[config.mk]
export PLATFORM = sky130hd
export DESIGN_NAME = ex_mem_loader
export DESIGN_NICKNAME = d
export VERILOG_FILES = /design/src/rtl/ex_mem_loader.sv
export SDC_FILE = /design/constraint.sdc
export NUM_CORES = 1
export LEC_CHECK = 0
export CELL_PAD_IN_SITES_DETAIL_PLACEMENT = 1
export CELL_PAD_IN_SITES_GLOBAL_PLACEMENT = 2
export CORE_MARGIN = 1.5
export CORE_UTILIZATION = 30
export CTS_BUF_LIST = sky130_fd_sc_hd__clkbuf_4 sky130_fd_sc_hd__clkbuf_8
export DETAILED_ROUTE_END_ITERATION = 7
export PLACE_DENSITY_LB_ADDON = 0.1
export RECOVER_POWER = 50
export SETUP_SLACK_MARGIN = 0.3
export SLEW_MARGIN = 20
export SYNTH_ARGS = -nofsm -noshare
export SYNTH_HDL_FRONTEND = slang
export SYNTH_SLANG_ARGS = --single-unit
[constraint.sdc]
create_clock -name clk -period 6.35 [get_ports clk]
set_input_delay 1.27 -clock clk [delete_from_list [all_inputs] [get_ports clk]]
set_output_delay 1.27 -clock clk [all_outputs]
set_load 0.005 [all_outputs]
[src/rtl/ex_mem_loader.sv]
// Boot/reload sequencer: packs a 32-bit word stream into pairs and writes them to inst, then data memory.
// Latency: 3 cycles per full pair (W1, W2, WR), 2 cycles for a single-word final pair; strobes last 1 cycle.
// Backpressure: s_ready is low in WR/IDLE/RUN/ERROR; s_valid low simply holds the current state.
//
// Ports: clk/reset (async active-high); start begins a session from IDLE/RUN/ERROR;
//   s_valid/s_ready/s_data/s_last word stream (s_last closes the inst section, then the data section);
//   enable_load_ex_mem/enable_halt drive the core's load and halt controls;
//   inst_*/data_* carry the pair write strobe, pair address and the two words;
//   busy (loading), done (core running), err (sticky overflow).
module ex_mem_loader #(
  parameter int ADDR_W     = 9,
  parameter int DATA_W     = 32,
  parameter int INST_DEPTH = 512,
  parameter int DATA_DEPTH = 512
) (
  input  logic              clk,
  input  logic              reset,
  input  logic              start,
  input  logic              s_valid,
  output logic              s_ready,
  input  logic [DATA_W-1:0] s_data,
  input  logic              s_last,
  output logic              enable_load_ex_mem,
  output logic              enable_halt,
  output logic              inst_we,
  output logic [ADDR_W-1:0] inst_addr,
  output logic [DATA_W-1:0] inst_data1,
  output logic [DATA_W-1:0] inst_data2,
  output logic              data_we,
  output logic [ADDR_W-1:0] data_addr,
  output logic [DATA_W-1:0] data_data1,
  output logic [DATA_W-1:0] data_data2,
  output logic              busy,
  output logic              done,
  output logic              err
);

  typedef enum logic [3:0] {
    IDLE, I_W1, I_W2, I_WR, D_W1, D_W2, D_WR, RUN, ERROR
  } state_t;

  state_t              r_state;
  logic                r_sec_end;   // the pair being written closes the current section
  logic                r_err;
  logic [ADDR_W-1:0]   r_inst_addr;
  logic [ADDR_W-1:0]   r_data_addr;
  logic [DATA_W-1:0]   r_inst_d1;
  logic [DATA_W-1:0]   r_inst_d2;
  logic [DATA_W-1:0]   r_data_d1;
  logic [DATA_W-1:0]   r_data_d2;

  logic w_accept;
  logic w_inst_full;
  logic w_data_full;

  assign w_accept    = s_valid && s_ready;
  assign w_inst_full = (r_inst_addr == ADDR_W'(INST_DEPTH - 1));
  assign w_data_full = (r_data_addr == ADDR_W'(DATA_DEPTH - 1));

  // All control outputs are pure decodes of the registered state.
  assign s_ready            = (r_state == I_W1) || (r_state == I_W2) ||
                              (r_state == D_W1) || (r_state == D_W2);
  assign inst_we            = (r_state == I_WR);
  assign data_we            = (r_state == D_WR);
  assign busy               = s_ready || inst_we || data_we;
  assign enable_load_ex_mem = busy;
  assign done               = (r_state == RUN);
  assign enable_halt        = !done;
  assign err                = r_err;

  assign inst_addr  = r_inst_addr;
  assign inst_data1 = r_inst_d1;
  assign inst_data2 = r_inst_d2;
  assign data_addr  = r_data_addr;
  assign data_data1 = r_data_d1;
  assign data_data2 = r_data_d2;

  always_ff @(posedge clk or posedge reset) begin
    if (reset) begin
      r_state     <= IDLE;
      r_sec_end   <= 1'b0;
      r_err       <= 1'b0;
      r_inst_addr <= '0;
      r_data_addr <= '0;
      r_inst_d1   <= '0;
      r_inst_d2   <= '0;
      r_data_d1   <= '0;
      r_data_d2   <= '0;
    end else begin
      case (r_state)
        IDLE, RUN, ERROR: begin
          if (start) begin
            r_state     <= I_W1;
            r_err       <= 1'b0;
            r_inst_addr <= '0;
            r_data_addr <= '0;
          end
        end
        I_W1: begin
          if (w_accept) begin
            r_inst_d1 <= s_data;
            if (s_last) begin
              // odd-length section: pad the second word with zero
              r_inst_d2 <= '0;
              r_sec_end <= 1'b1;
              r_state   <= I_WR;
            end else begin
              r_sec_end <= 1'b0;
              r_state   <= I_W2;
            end
          end
        end
        I_W2: begin
          if (w_accept) begin
            r_inst_d2 <= s_data;
            r_sec_end <= s_last;
            r_state   <= I_WR;
          end
        end
        I_WR: begin
          if (r_sec_end) begin
            r_data_addr <= '0;
            r_state     <= D_W1;
          end else if (w_inst_full) begin
            r_err   <= 1'b1;
            r_state <= ERROR;
          end else begin
            r_inst_addr <= r_inst_addr + 1'b1;
            r_state     <= I_W1;
          end
        end
        D_W1: begin
          if (w_accept) begin
            r_data_d1 <= s_data;
            if (s_last) begin
              r_data_d2 <= '0;
              r_sec_end <= 1'b1;
              r_state   <= D_WR;
            end else begin
              r_sec_end <= 1'b0;
              r_state   <= D_W2;
            end
          end
        end
        D_W2: begin
          if (w_accept) begin
            r_data_d2 <= s_data;
            r_sec_end <= s_last;
            r_state   <= D_WR;
          end
        end
        D_WR: begin
          if (r_sec_end) begin
            r_state <= RUN;
          end else if (w_data_full) begin
            r_err   <= 1'b1;
            r_state <= ERROR;
          end else begin
            r_data_addr <= r_data_addr + 1'b1;
            r_state     <= D_W1;
          end
        end
        default: r_state <= IDLE;
      endcase
    end
  end

endmodule

==> impl_metrics.ini, run 1 <==
[floorplan]
core_sq_um = 21020
rows = 53
pin_count = 191
fp.dieH_um = 149.5
die-area_sq_um = 22360
initial_utilization_pct = 30.65
dieWidth_um = 149.5

[synth]
syn_inst = 605
synthDistinctLibCells = 47
netlist_area_sq_um = 6442
ys_seq_elements = 152
avgSynthCellArea_sq_um = 10.65
ys_seq_area_share_pct = 59.04
yosys-top-cells-area = dfrtp_1 (59%), mux2_2 (12%), nand2_1 (8.7%), o21ai_0 (3.5%), nand3_1 (3.0%)
yosysWarningCount = 0
syn_nets = 646
synth.top_cell.area_share_pct = 59.04
yosysTopAreaCell = dfrtp_1

[power_and_ir_drop]
p_switching_uw = 1279
powerDensity_nw_per_um2 = 425.6
pwr-share-clk_pct = 20.4
ir_worst_vdd_mv = 0.1479
p_int_uw = 2553
power_frac_comb_pct = 39.3
p_leak_uw = 0.004038
p_seq_share_pct = 40.3
swShare_pct = 33.38
p_total_uw = 3832

[detailed_routing]
avgViaCountPerCell = 4.761
drc = 0
drt_wl_total_um = 19740
first_pass_iters = 6
vias = 5099
drt_iter0_drc = 198
drtAntennaViolNets = 0
post_drt_wl_per_cell_um = 18.43

[finish]
stdcell_area_sq_um = 9002
mostFrequentLayoutCell = dfrtp_1
final_cell_mix = dfrtp_1 (152), nand2_1 (149), clkdlybuf4s50_1 (140), mux2_2 (67), dlygate4sd3_1 (50)
area_delta_synth_final_pct = 39.74
fill_cells = 2297
drive_above_1_share_pct = 13.94
fin_nets = 824
diodes = 0

[sta]
min_period_over_period_pct = 64.49
rsz0062_at_grt = false
setup-violations-final = 0
max_slew_margin_pct = -66.81
hold_slack_ns = 0.4665
tns_ns = 0
hold_viol = 0
timing.final.crit_period_ns = 4.095
max_freq_mhz = 244.2
slew_violations = 149
tightest_slew_ns = 2.502
skew_ns = 0.01571

[setup_path]
critPathSlowestCell = dfrtp_1
reg2reg_slack_ns = 2.96
crit_fanout = 27
critPathKind = reg2out
critPathCaptureType = output port
required_ns = 5.08
r2r_cells = 4
r2r_end = inst_data1[15]$_DFFE_PP0P_
cp.arrival_ns = 2.83
max_stage_delay_ns = 0.93
cp-start-kind = register
r2r_start = r_state[2]$_DFFE_PP0P_
path_cells = nand4bb_1, inv_1, nor2_1, o21ai_0, clkdlybuf4s50_1

[clock_network]
cts-htree-levels = 4
cts_setup_buffers = 0
cts_buffer_depth = 2
clock_latency_ns = 0.46
clk_pin_slew_worst_paths_ns = 0.09
ctsHoldBuffers = 0
cts_buffers = 17
clock-sinks = 152
cts_tree = built
clock-root-buffer = clkbuf_8
cts_repair_resize_count = 0

[placement]
dp.final_hpwl_um = 13620
postPlaceCellArea_sq_um = 8596
port_buffers = 190
gp_congestion = 0.7695

[global_route]
grt_overflow = 0
grt_pass1_vias = 5479
grt_pass1_wl_um = 31350
grt_max_degree = 116
antenna_found_initial = 0
grt_usage_pct = 18.44

[hold_path]
hold_path_end = data_data2[28]$_DFFE_PP0P_
hold_class = reg2reg
hold_depth = 2
hp-start = data_data2[28]$_DFFE_PP0P_

[outcome]
status = complete, but fails checks
violations = max-capacitance violations, max-slew violations

[job]
drv_cap = 2
power by group through the flow:
| stage | logic [uW] | registers (uW) | clock network, uW |
|---|---|---|---|
| 5_1_grt | 1660 | 1600 | 849 |
| 6_report | 1510 | 1540 | 781 |
| 4_1_cts | 1580 | 1560 | 810 |
| 2_1_floorplan | 684 | 1500 | 0 |
| 3_5_place_dp | 1570 | 1570 | 0 |
| 3_3_place_gp | 1550 | 1550 | 0 |
cell type report:
| cell class | instances | area, sq um | share of cell area, % |
|---|---|---|---|
| Sequential cell | 152 | 3804 | 42.25 |
| Multi-Input combinational cell | 408 | 2470 | 27.44 |
| Clock inverter | 12 | 136.4 | 1.515 |
| Clock buffer | 20 | 275.3 | 3.058 |
| Timing Repair Buffer | 195 | 1936 | 21.50 |
| Inverter | 9 | 37.54 | 0.4170 |
| Tap cell | 275 | 344.1 | 3.822 |
cell usage after synthesis (all sizes together):
cell,count
nand2,150
nand4b,1
xnor2,3
a21oi,7
nand2b,4
nor3,5
or3,3
a21boi,2
o21a,1
inv,9
o21ai,46
buf,15
a221oi,2
o21bai,1
xor2,6
and4,2
o32ai,2
o31ai,1
o2bb2ai,2
and3,3
clkbuf,21
and2,1
a21o,1
nor4b,1
a211o,1
a32oi,1
nor4,2
dfrtp,152
nand3,38
ha,4
o22ai,4
nand4bb,2
and3b,1
a31o,1
or2,1
mux2,67
nand4,7
nand3b,1
nor2,30
nor2b,4
layer usage:
layer / vias up / wire length, um / part of all wire [%] / global-route usage, %
met5: - / 0 / 0 / 0
li1: 2415 / - / - / -
met2: 128 / 9603 / 49 / 29.68
met1: 2537 / 8592 / 44 / 23.34
met4: 0 / 293 / 1.5 / 5.842
met3: 19 / 1252 / 6.3 / 6.098
worst max path at each step:
stage | start | end | slack (ns) | cells after the start
global route | r_state[2]$_DFFE_PP0P_ | busy | 2.09 | 5
global placement | s_valid | data_data1[5]$_DFFE_PP0P_ | 2.67 | 4
detailed placement | s_valid | data_data1[0]$_DFFE_PP0P_ | 2.62 | 4
floorplan | reset | data_addr[0]$_DFFE_PP0P_ | 0.99 | 1
finish | r_state[2]$_DFFE_PP0P_ | busy | 2.25 | 5
CTS | r_state[2]$_DFFE_PP0P_ | busy | 2.27 | 5
state kept, by name, summed over array words and instances, names as in the netlist:
signal,flops
data_data2,32
r_state,4
data_data1,32
r_sec_end,1
inst_data1,32
data_addr,9
err,1
inst_data2,32
inst_addr,9
cell families after synthesis:
logic type,synth area share [%]
flops,59.04
mux,11.71
fa+ha+maj,0.7769
buf+inv,2.952
compound gates,6.584
xor+xnor,1.224
simple gates,17.71
through the flow:
| step | cells | setup slack [ns] | util [%] |
|---|---|---|---|
| 2_1_floorplan | 605 | 0.9869 | - |
| 3_3_place_gp | 1039 | 2.670 | 40.89 |
| 3_5_place_dp | 1039 | 2.621 | 40.89 |
| 4_1_cts | 1071 | 2.269 | 42.85 |
| 5_1_grt | 1071 | 2.086 | 42.82 |
| 6_report | 1071 | 2.255 | 42.82 |
worst max-delay path: cells and delay by family, from the launching register on:
| family | cells | cell delay [ns] |
|---|---|---|
| simple gates | 2 | 0.50 |
| buf+inv | 2 | 0.83 |
| compound gates | 1 | 0.11 |
| flops | 1 | 0.93 |
Note: power is estimated with default switching activity, not from simulation.
==> inputs of run 2 (changes only) <==
--- a/config.mk
+++ b/config.mk
@@ -8,7 +8,7 @@
 export CELL_PAD_IN_SITES_DETAIL_PLACEMENT = 1
 export CELL_PAD_IN_SITES_GLOBAL_PLACEMENT = 2
 export CORE_MARGIN = 1.5
-export CORE_UTILIZATION = 30
+export CORE_UTILIZATION = 27
 export CTS_BUF_LIST = sky130_fd_sc_hd__clkbuf_4 sky130_fd_sc_hd__clkbuf_8
 export DETAILED_ROUTE_END_ITERATION = 7
 export PLACE_DENSITY_LB_ADDON = 0.1
==> constraint.sdc (replaced) <==
create_clock -name clk -period 3.72 [get_ports clk]
set_input_delay 0.744 -clock clk [delete_from_list [all_inputs] [get_ports clk]]
set_output_delay 0.744 -clock clk [all_outputs]
set_load 0.005 [all_outputs]
==> run 2 against run 1 <==
  * First-iteration DRC count fell by 21%
  * Core utilization fell by 4.3 points
  * Clock-buffer cell count fell by 1
  * Via count rose by 1.2%
  * Largest cell class unchanged
  * The flow still finishes with violations (max-capacitance violations, max-slew violations)
  * Flip-flop and latch count did not move
  * Global-route usage fell by 1.6 points
  * Clock skew rose by 0.0066 ns
  * Register-to-register slack got worse by 1.9 ns
  * Die area rose by 11%
  * Worst hold slack improved by 0.0029 ns
  * Sequential share of layout area fell by 0.16 points
  * Highest routed layer unchanged
  * Combinational power rose by 74%
==> impl_metrics.ini, run 2 (synthesized netlist as in run 1, its figures left out) <==
[outcome]
status = complete, but fails checks
violations = max-capacitance violations, max-slew violations

[sta]
max_freq_mhz = 310.8
slew_violations = 153
hold_viol = 0
rsz0062_at_grt = false
tns_ns = 0
max_slew_margin_pct = -44.44
tightest_slew_ns = 2.167
min_period_over_period_pct = 86.50
skew_ns = 0.02226
timing.final.crit_period_ns = 3.218
setup-violations-final = 0

[setup_path]
max_stage_delay_ns = 0.59
reg2reg_slack_ns = 1.03
required_ns = 2.98
critPathKind = reg2out
r2r_start = r_state[0]$_DFFE_PP0P_
cp.arrival_ns = 2.47
critPathSlowestCell = dfrtp_1
r2r_cells = 5
r2r_end = data_data1[28]$_DFFE_PP0P_
path_depth = 5
cp_num_buf_inv = 2
critPathCaptureType = output port
cp-start-kind = register
startpoint = r_state[3]$_DFFE_PP0P_
path_cells = nand4bb_2, inv_1, nor2_1, o21ai_0, clkdlybuf4s50_1
crit_family = buffers and inverters
crit_path_end = busy
crit_fanout = 15

[floorplan]
initial_utilization_pct = 27.45
fp.dieH_um = 157.5
dieWidth_um = 157.5
rows = 56
pin_count = 191
core_sq_um = 23470
die-area_sq_um = 24800

[job]
drv_cap = 1

[clock_network]
clock-sinks = 152
cts_setup_buffers = 0
cts-htree-levels = 4
clk_pin_slew_worst_paths_ns = 0.09
cts_buffer_depth = 2
cts_buffers = 17
clock_latency_ns = 0.45
clock-root-buffer = clkbuf_8
cts_tree = built

[detailed_routing]
first_pass_iters = 4
avgViaCountPerCell = 4.617
drt_wl_total_um = 20320
drc = 0
vias = 5162
drtAntennaViolNets = 0
post_drt_wl_per_cell_um = 18.17
drt_iter0_drc = 156

[finish]
postLayoutCoreUtil_pct = 38.51
seq_area_sq_um = 3805
final_cell_mix = clkdlybuf4s50_1 (160), dfrtp_1 (151), nand2_1 (149), mux2_2 (67), o21ai_0 (45)
fin_nets = 827
stdcell_area_sq_um = 9040
diodes = 0
mostFrequentLayoutCell = clkdlybuf4s50_1
area_delta_synth_final_pct = 40.32
fill_cells = 2617
drive_above_1_share_pct = 14.39
multi_input_area_sq_um = 2462

[power_and_ir_drop]
powerDensity_nw_per_um2 = 720.0
p_total_uw = 6508
p_leak_uw = 0.003969
ir_worst_vdd_mv = 0.2605

[placement]
gp_congestion = 0.7755
postPlaceCellArea_sq_um = 8687
dp.final_hpwl_um = 13550
port_buffers = 190

[hold_path]
hold_class = reg2reg

[global_route]
grt_overflow = 0
grt_pass1_vias = 5513
antenna_found_initial = 0
grt_pass1_wl_um = 31810
grt_max_degree = 153
grt_usage_pct = 16.86
-- run 2: cell count changes in the layout (fill, tap and decap cells not counted), sizes merged --
cell | previous run | this run
bufinv | 2 | 1
inv | 13 | 14
clkinvlp | 1 | 4
clkbuf | 21 | 24
dlygate4sd3 | 50 | 30
clkdlybuf4s50 | 140 | 160
buf | 4 | 3
clkinv | 5 | 3
-- run 2: per-stage QoR --
stage	setup slack, ns	instances	hold slack (ns)
5_1_grt	0.2868	1118	0.4915
3_5_place_dp	0.7991	1086	0.4604
4_1_cts	0.4111	1118	0.4805
2_1_floorplan	1.059	605	0.4628
3_3_place_gp	0.9141	1086	0.4519
6_report	0.5021	1118	0.4694
-- run 2: worst min-delay path by stage --
stage | start | end | depth (start not counted)
5_1_grt | data_data2[10]$_DFFE_PP0P_ | data_data2[10]$_DFFE_PP0P_ | 2
4_1_cts | data_data2[5]$_DFFE_PP0P_ | data_data2[5]$_DFFE_PP0P_ | 2
3_3_place_gp | data_data2[27]$_DFFE_PP0P_ | data_data2[27]$_DFFE_PP0P_ | 2
3_5_place_dp | data_data2[5]$_DFFE_PP0P_ | data_data2[5]$_DFFE_PP0P_ | 2
6_report | data_data2[5]$_DFFE_PP0P_ | data_data2[5]$_DFFE_PP0P_ | 2
2_1_floorplan | data_data2[0]$_DFFE_PP0P_ | data_data2[0]$_DFFE_PP0P_ | 2
-- run 2: tightest hold or removal path, cell delays in order, from the launching register on --
cell	delay (ns)
dfrtp_1	0.34
nand2_1	0.05
nand2_1	0.05
-- run 2: what timing repair did --
| item | CTS | global route |
|---|---|---|
| gates resized for setup | 1 | 1 |
| gates cloned | 0 | 0 |
| hold buffers | 0 | 0 |
| setup endpoints to repair | 2 | 2 |
-- run 2: cell type report --
class                      instances  area share [%]
sequential                       152           42.09
timing repair buffer             198           21.54
clock inverter                    13           1.481
clock buffer                      19           2.824
multi-input combinational        408           27.24
tap                              319           4.415
inverter                           9          0.4152
-- run 2: report_power, final --
group / switching [uW] / total (uW) / leakage (uW) / internal, uW
combinational: 1130 / 2630 / 0.00180 / 1510
clock: 705 / 1280 / 0.000190 / 573
sequential: 381 / 2600 / 0.00198 / 2220
total: 2210 / 6510 / 0.00397 / 4300
-- run 2: per-layer routing --
| layer | vias to the layer above | wire (um) | global-route usage, % |
|---|---|---|---|
| met4 | 0 | 192 | 4.492 |
| met1 | 2622 | 8908 | 21.15 |
| li1 | 2413 | - | - |
| met5 | - | 0 | 0 |
| met3 | 13 | 1261 | 5.672 |
| met2 | 114 | 9955 | 27.67 |
==> inputs of run 3 (changes only) <==
--- a/config.mk
+++ b/config.mk
@@ -5,10 +5,11 @@
 export SDC_FILE = /design/constraint.sdc
 export NUM_CORES = 1
 export LEC_CHECK = 0
+export ABC_AREA = 1
 export CELL_PAD_IN_SITES_DETAIL_PLACEMENT = 1
 export CELL_PAD_IN_SITES_GLOBAL_PLACEMENT = 2
 export CORE_MARGIN = 1.5
-export CORE_UTILIZATION = 27
+export CORE_UTILIZATION = 25
 export CTS_BUF_LIST = sky130_fd_sc_hd__clkbuf_4 sky130_fd_sc_hd__clkbuf_8
 export DETAILED_ROUTE_END_ITERATION = 7
 export PLACE_DENSITY_LB_ADDON = 0.1
==> run 3 against run 2 <==
  * The run still ends with max-capacitance violations, max-slew violations left
  * Via count grew 11%
  * Sequential power shrank 5%
  * Clock skew decreased by 0.0060 ns
  * Worst hold slack gained 0.012 ns
  * Critical path depth fell by 1
  * Die area grew 9.9%
  * Critical path type unchanged
==> impl_metrics.ini, run 3 <==
[outcome]
status = complete, but fails checks
violations = max-capacitance violations, max-slew violations

[setup_path]
r2r_cells = 5
critPathSlowestCell = clkdlybuf4s50_1
required_ns = 2.98
crit_family = simple AND/OR/NAND/NOR gates
max_stage_delay_ns = 0.54
cp-start-kind = register
crit_fanout = 8
cp.arrival_ns = 2.39
critPathCaptureType = output port
cp_num_buf_inv = 1
r2r_start = r_state[3]$_DFFE_PP0P_
path_cells = nor2_1, nand2_1, nand3_1, clkdlybuf4s50_1
critPathKind = reg2out
reg2reg_slack_ns = 0.95
r2r_end = inst_data1[24]$_DFFE_PP0P_

[power_and_ir_drop]
swShare_pct = 37.44
p_switching_uw = 2374
power_frac_comb_pct = 40.1
powerDensity_nw_per_um2 = 687.4
p_seq_share_pct = 39.0
pwr-share-clk_pct = 20.9
ir_worst_vdd_mv = 0.2480
p_int_uw = 3965
p_leak_uw = 0.004495

[synth]
synth_fa_ha_area_share_pct = 0.7622
netlist_top_cells_count = nand2_1 (270), dfrtp_1 (152), o21ai_0 (132)
synth-simple-area-share_pct = 23.88
ys_seq_elements = 152
synthArstFlopShare_pct = 100.0
yosys-mux-area-fraction_pct = 0
yosysWarningCount = 0
synth-xor-area-share_pct = 0.6669
synth.top_cell.area_share_pct = 57.93
ys_seq_area_share_pct = 57.93
syn_inst = 779
syn_nets = 820
synth-main-ff-cell = dfrtp_1
yosys.cell_count.top_type = nand2_1
synth-compound-area-share_pct = 10.48
avgSynthCellArea_sq_um = 8.429
netlist_area_sq_um = 6566
synth_edf_count = 0
synth_top_family_by_area = simple AND/OR/NAND/NOR gates
yosys-top-cells-area = dfrtp_1 (58%), nand2_1 (15%), o21ai_0 (10%), nand3_1 (4.3%), inv_1 (3.6%)
yosysTopAreaCell = dfrtp_1
synthDistinctLibCells = 24

[sta]
tns_ns = 0
setup_ws_ns = 0.5854
min_period_over_period_pct = 84.26
rsz0062_at_grt = false
tightest_slew_ns = 1.931
slew_violations = 70
timing.final.crit_period_ns = 3.135
setup-violations-final = 0
max_slew_margin_pct = -28.77
hold_viol = 0
skew_ns = 0.01622
max_freq_mhz = 319.0

[detailed_routing]
drtAntennaViolNets = 0
drt_wl_total_um = 22310
avgViaCountPerCell = 4.363
post_drt_wl_per_cell_um = 17.01
vias = 5724
drc = 0
first_pass_iters = 4
drt_iter0_drc = 269

[floorplan]
core_sq_um = 25910
die-area_sq_um = 27250
initial_utilization_pct = 25.34
rows = 59
fp.dieH_um = 165.1
dieWidth_um = 165.1
pin_count = 191

[finish]
final_cell_mix = nand2_1 (270), dfrtp_1 (152), o21ai_0 (132), clkdlybuf4s50_1 (130), inv_1 (62)
postLayoutCoreUtil_pct = 35.59
drive_above_1_share_pct = 5.527
diodes = 0
fin_nets = 1005
area_delta_synth_final_pct = 40.43
mostFrequentLayoutCell = nand2_1
stdcell_area_sq_um = 9221

[clock_network]
cts_setup_buffers = 0
cts_buffer_depth = 2
cts-htree-levels = 4
clk_pin_slew_worst_paths_ns = 0.09
ctsHoldBuffers = 0
clock-root-buffer = clkbuf_8
cts_buffers = 17
cts_tree = built
clock-sinks = 152
cts_repair_resize_count = 0
clock_latency_ns = 0.45

[hold_path]
hold_class = reg2reg
hp-start = inst_data2[12]$_DFFE_PP0P_
hold_depth = 2
hold_path_end = inst_data2[12]$_DFFE_PP0P_

[global_route]
grt_pass1_wl_um = 34910
grt_pass1_vias = 5910
grt_overflow = 0
antenna_found_initial = 0
grt_max_degree = 70
grt_usage_pct = 16.99

[job]
drv_cap = 1

[placement]
postPlaceCellArea_sq_um = 8848
port_buffers = 190
gp_congestion = 0.7425
dp.final_hpwl_um = 15740
post-place-ws_ns = 0.9416
run 3: area by class of cell:
type	count	area, sq um
multi-input combinational	528	2352
timing repair buffer	201	2007
clock buffer	20	256.5
clock inverter	12	141.4
sequential	152	3804
tap	335	419.2
fill	3086	16690
inverter	64	241.5
run 3: worst max-delay path by stage:
stage / startpoint / end / cells past startpoint
6_report: r_state[3]$_DFFE_PP0P_ / s_ready / 4
5_1_grt: r_state[3]$_DFFE_PP0P_ / s_ready / 4
4_1_cts: r_state[3]$_DFFE_PP0P_ / s_ready / 4
3_5_place_dp: s_valid / data_data2[27]$_DFFE_PP0P_ / 6
3_3_place_gp: s_valid / data_data2[20]$_DFFE_PP0P_ / 6
2_1_floorplan: reset / data_addr[0]$_DFFE_PP0P_ / 1
run 3: cell families (layout without fill, tap and decap cells):
group,Yosys count,after routing
compound gates,136,136
xor+xnor,5,5
fa+ha+maj,4,4
buf+inv,99,297
flops,152,152
simple gates,383,383
run 3: through the flow:
stage,total power [uW],cells,hold slack (ns)
after global routing,6894,1312,0.5090
after global placement,5204,1280,0.4633
after CTS,6589,1312,0.4931
after detailed placement,5214,1280,0.4720
after floorplan,3579,779,0.4640
final,6339,1312,0.4814
run 3: routing by layer:
layer	vias to the layer above	share of wire (%)	global-route usage (%)
li1	2855	-	-
met1	2717	50	24.20
met2	134	44	25.96
met3	18	4.8	3.147
met4	0	1.8	5.364
met5	-	0	0
run 3: power groups by stage:
stage / combinational [uW] / sequential [uW] / clock (uW)
after floorplan: 1090 / 2490 / 0
after global placement: 2690 / 2510 / 0
after detailed placement: 2700 / 2520 / 0
after CTS: 2700 / 2490 / 1400
after global routing: 2900 / 2540 / 1450
final: 2540 / 2470 / 1330
run 3: worst register-to-register path, cell delays in order, from the launching register on:
cell and delay [ns]:
dfrtp_1 0.44, nor2_1 0.50, nand3_1 0.92, buf_4 0.58, nand2_1 0.11, o21ai_0 0.09
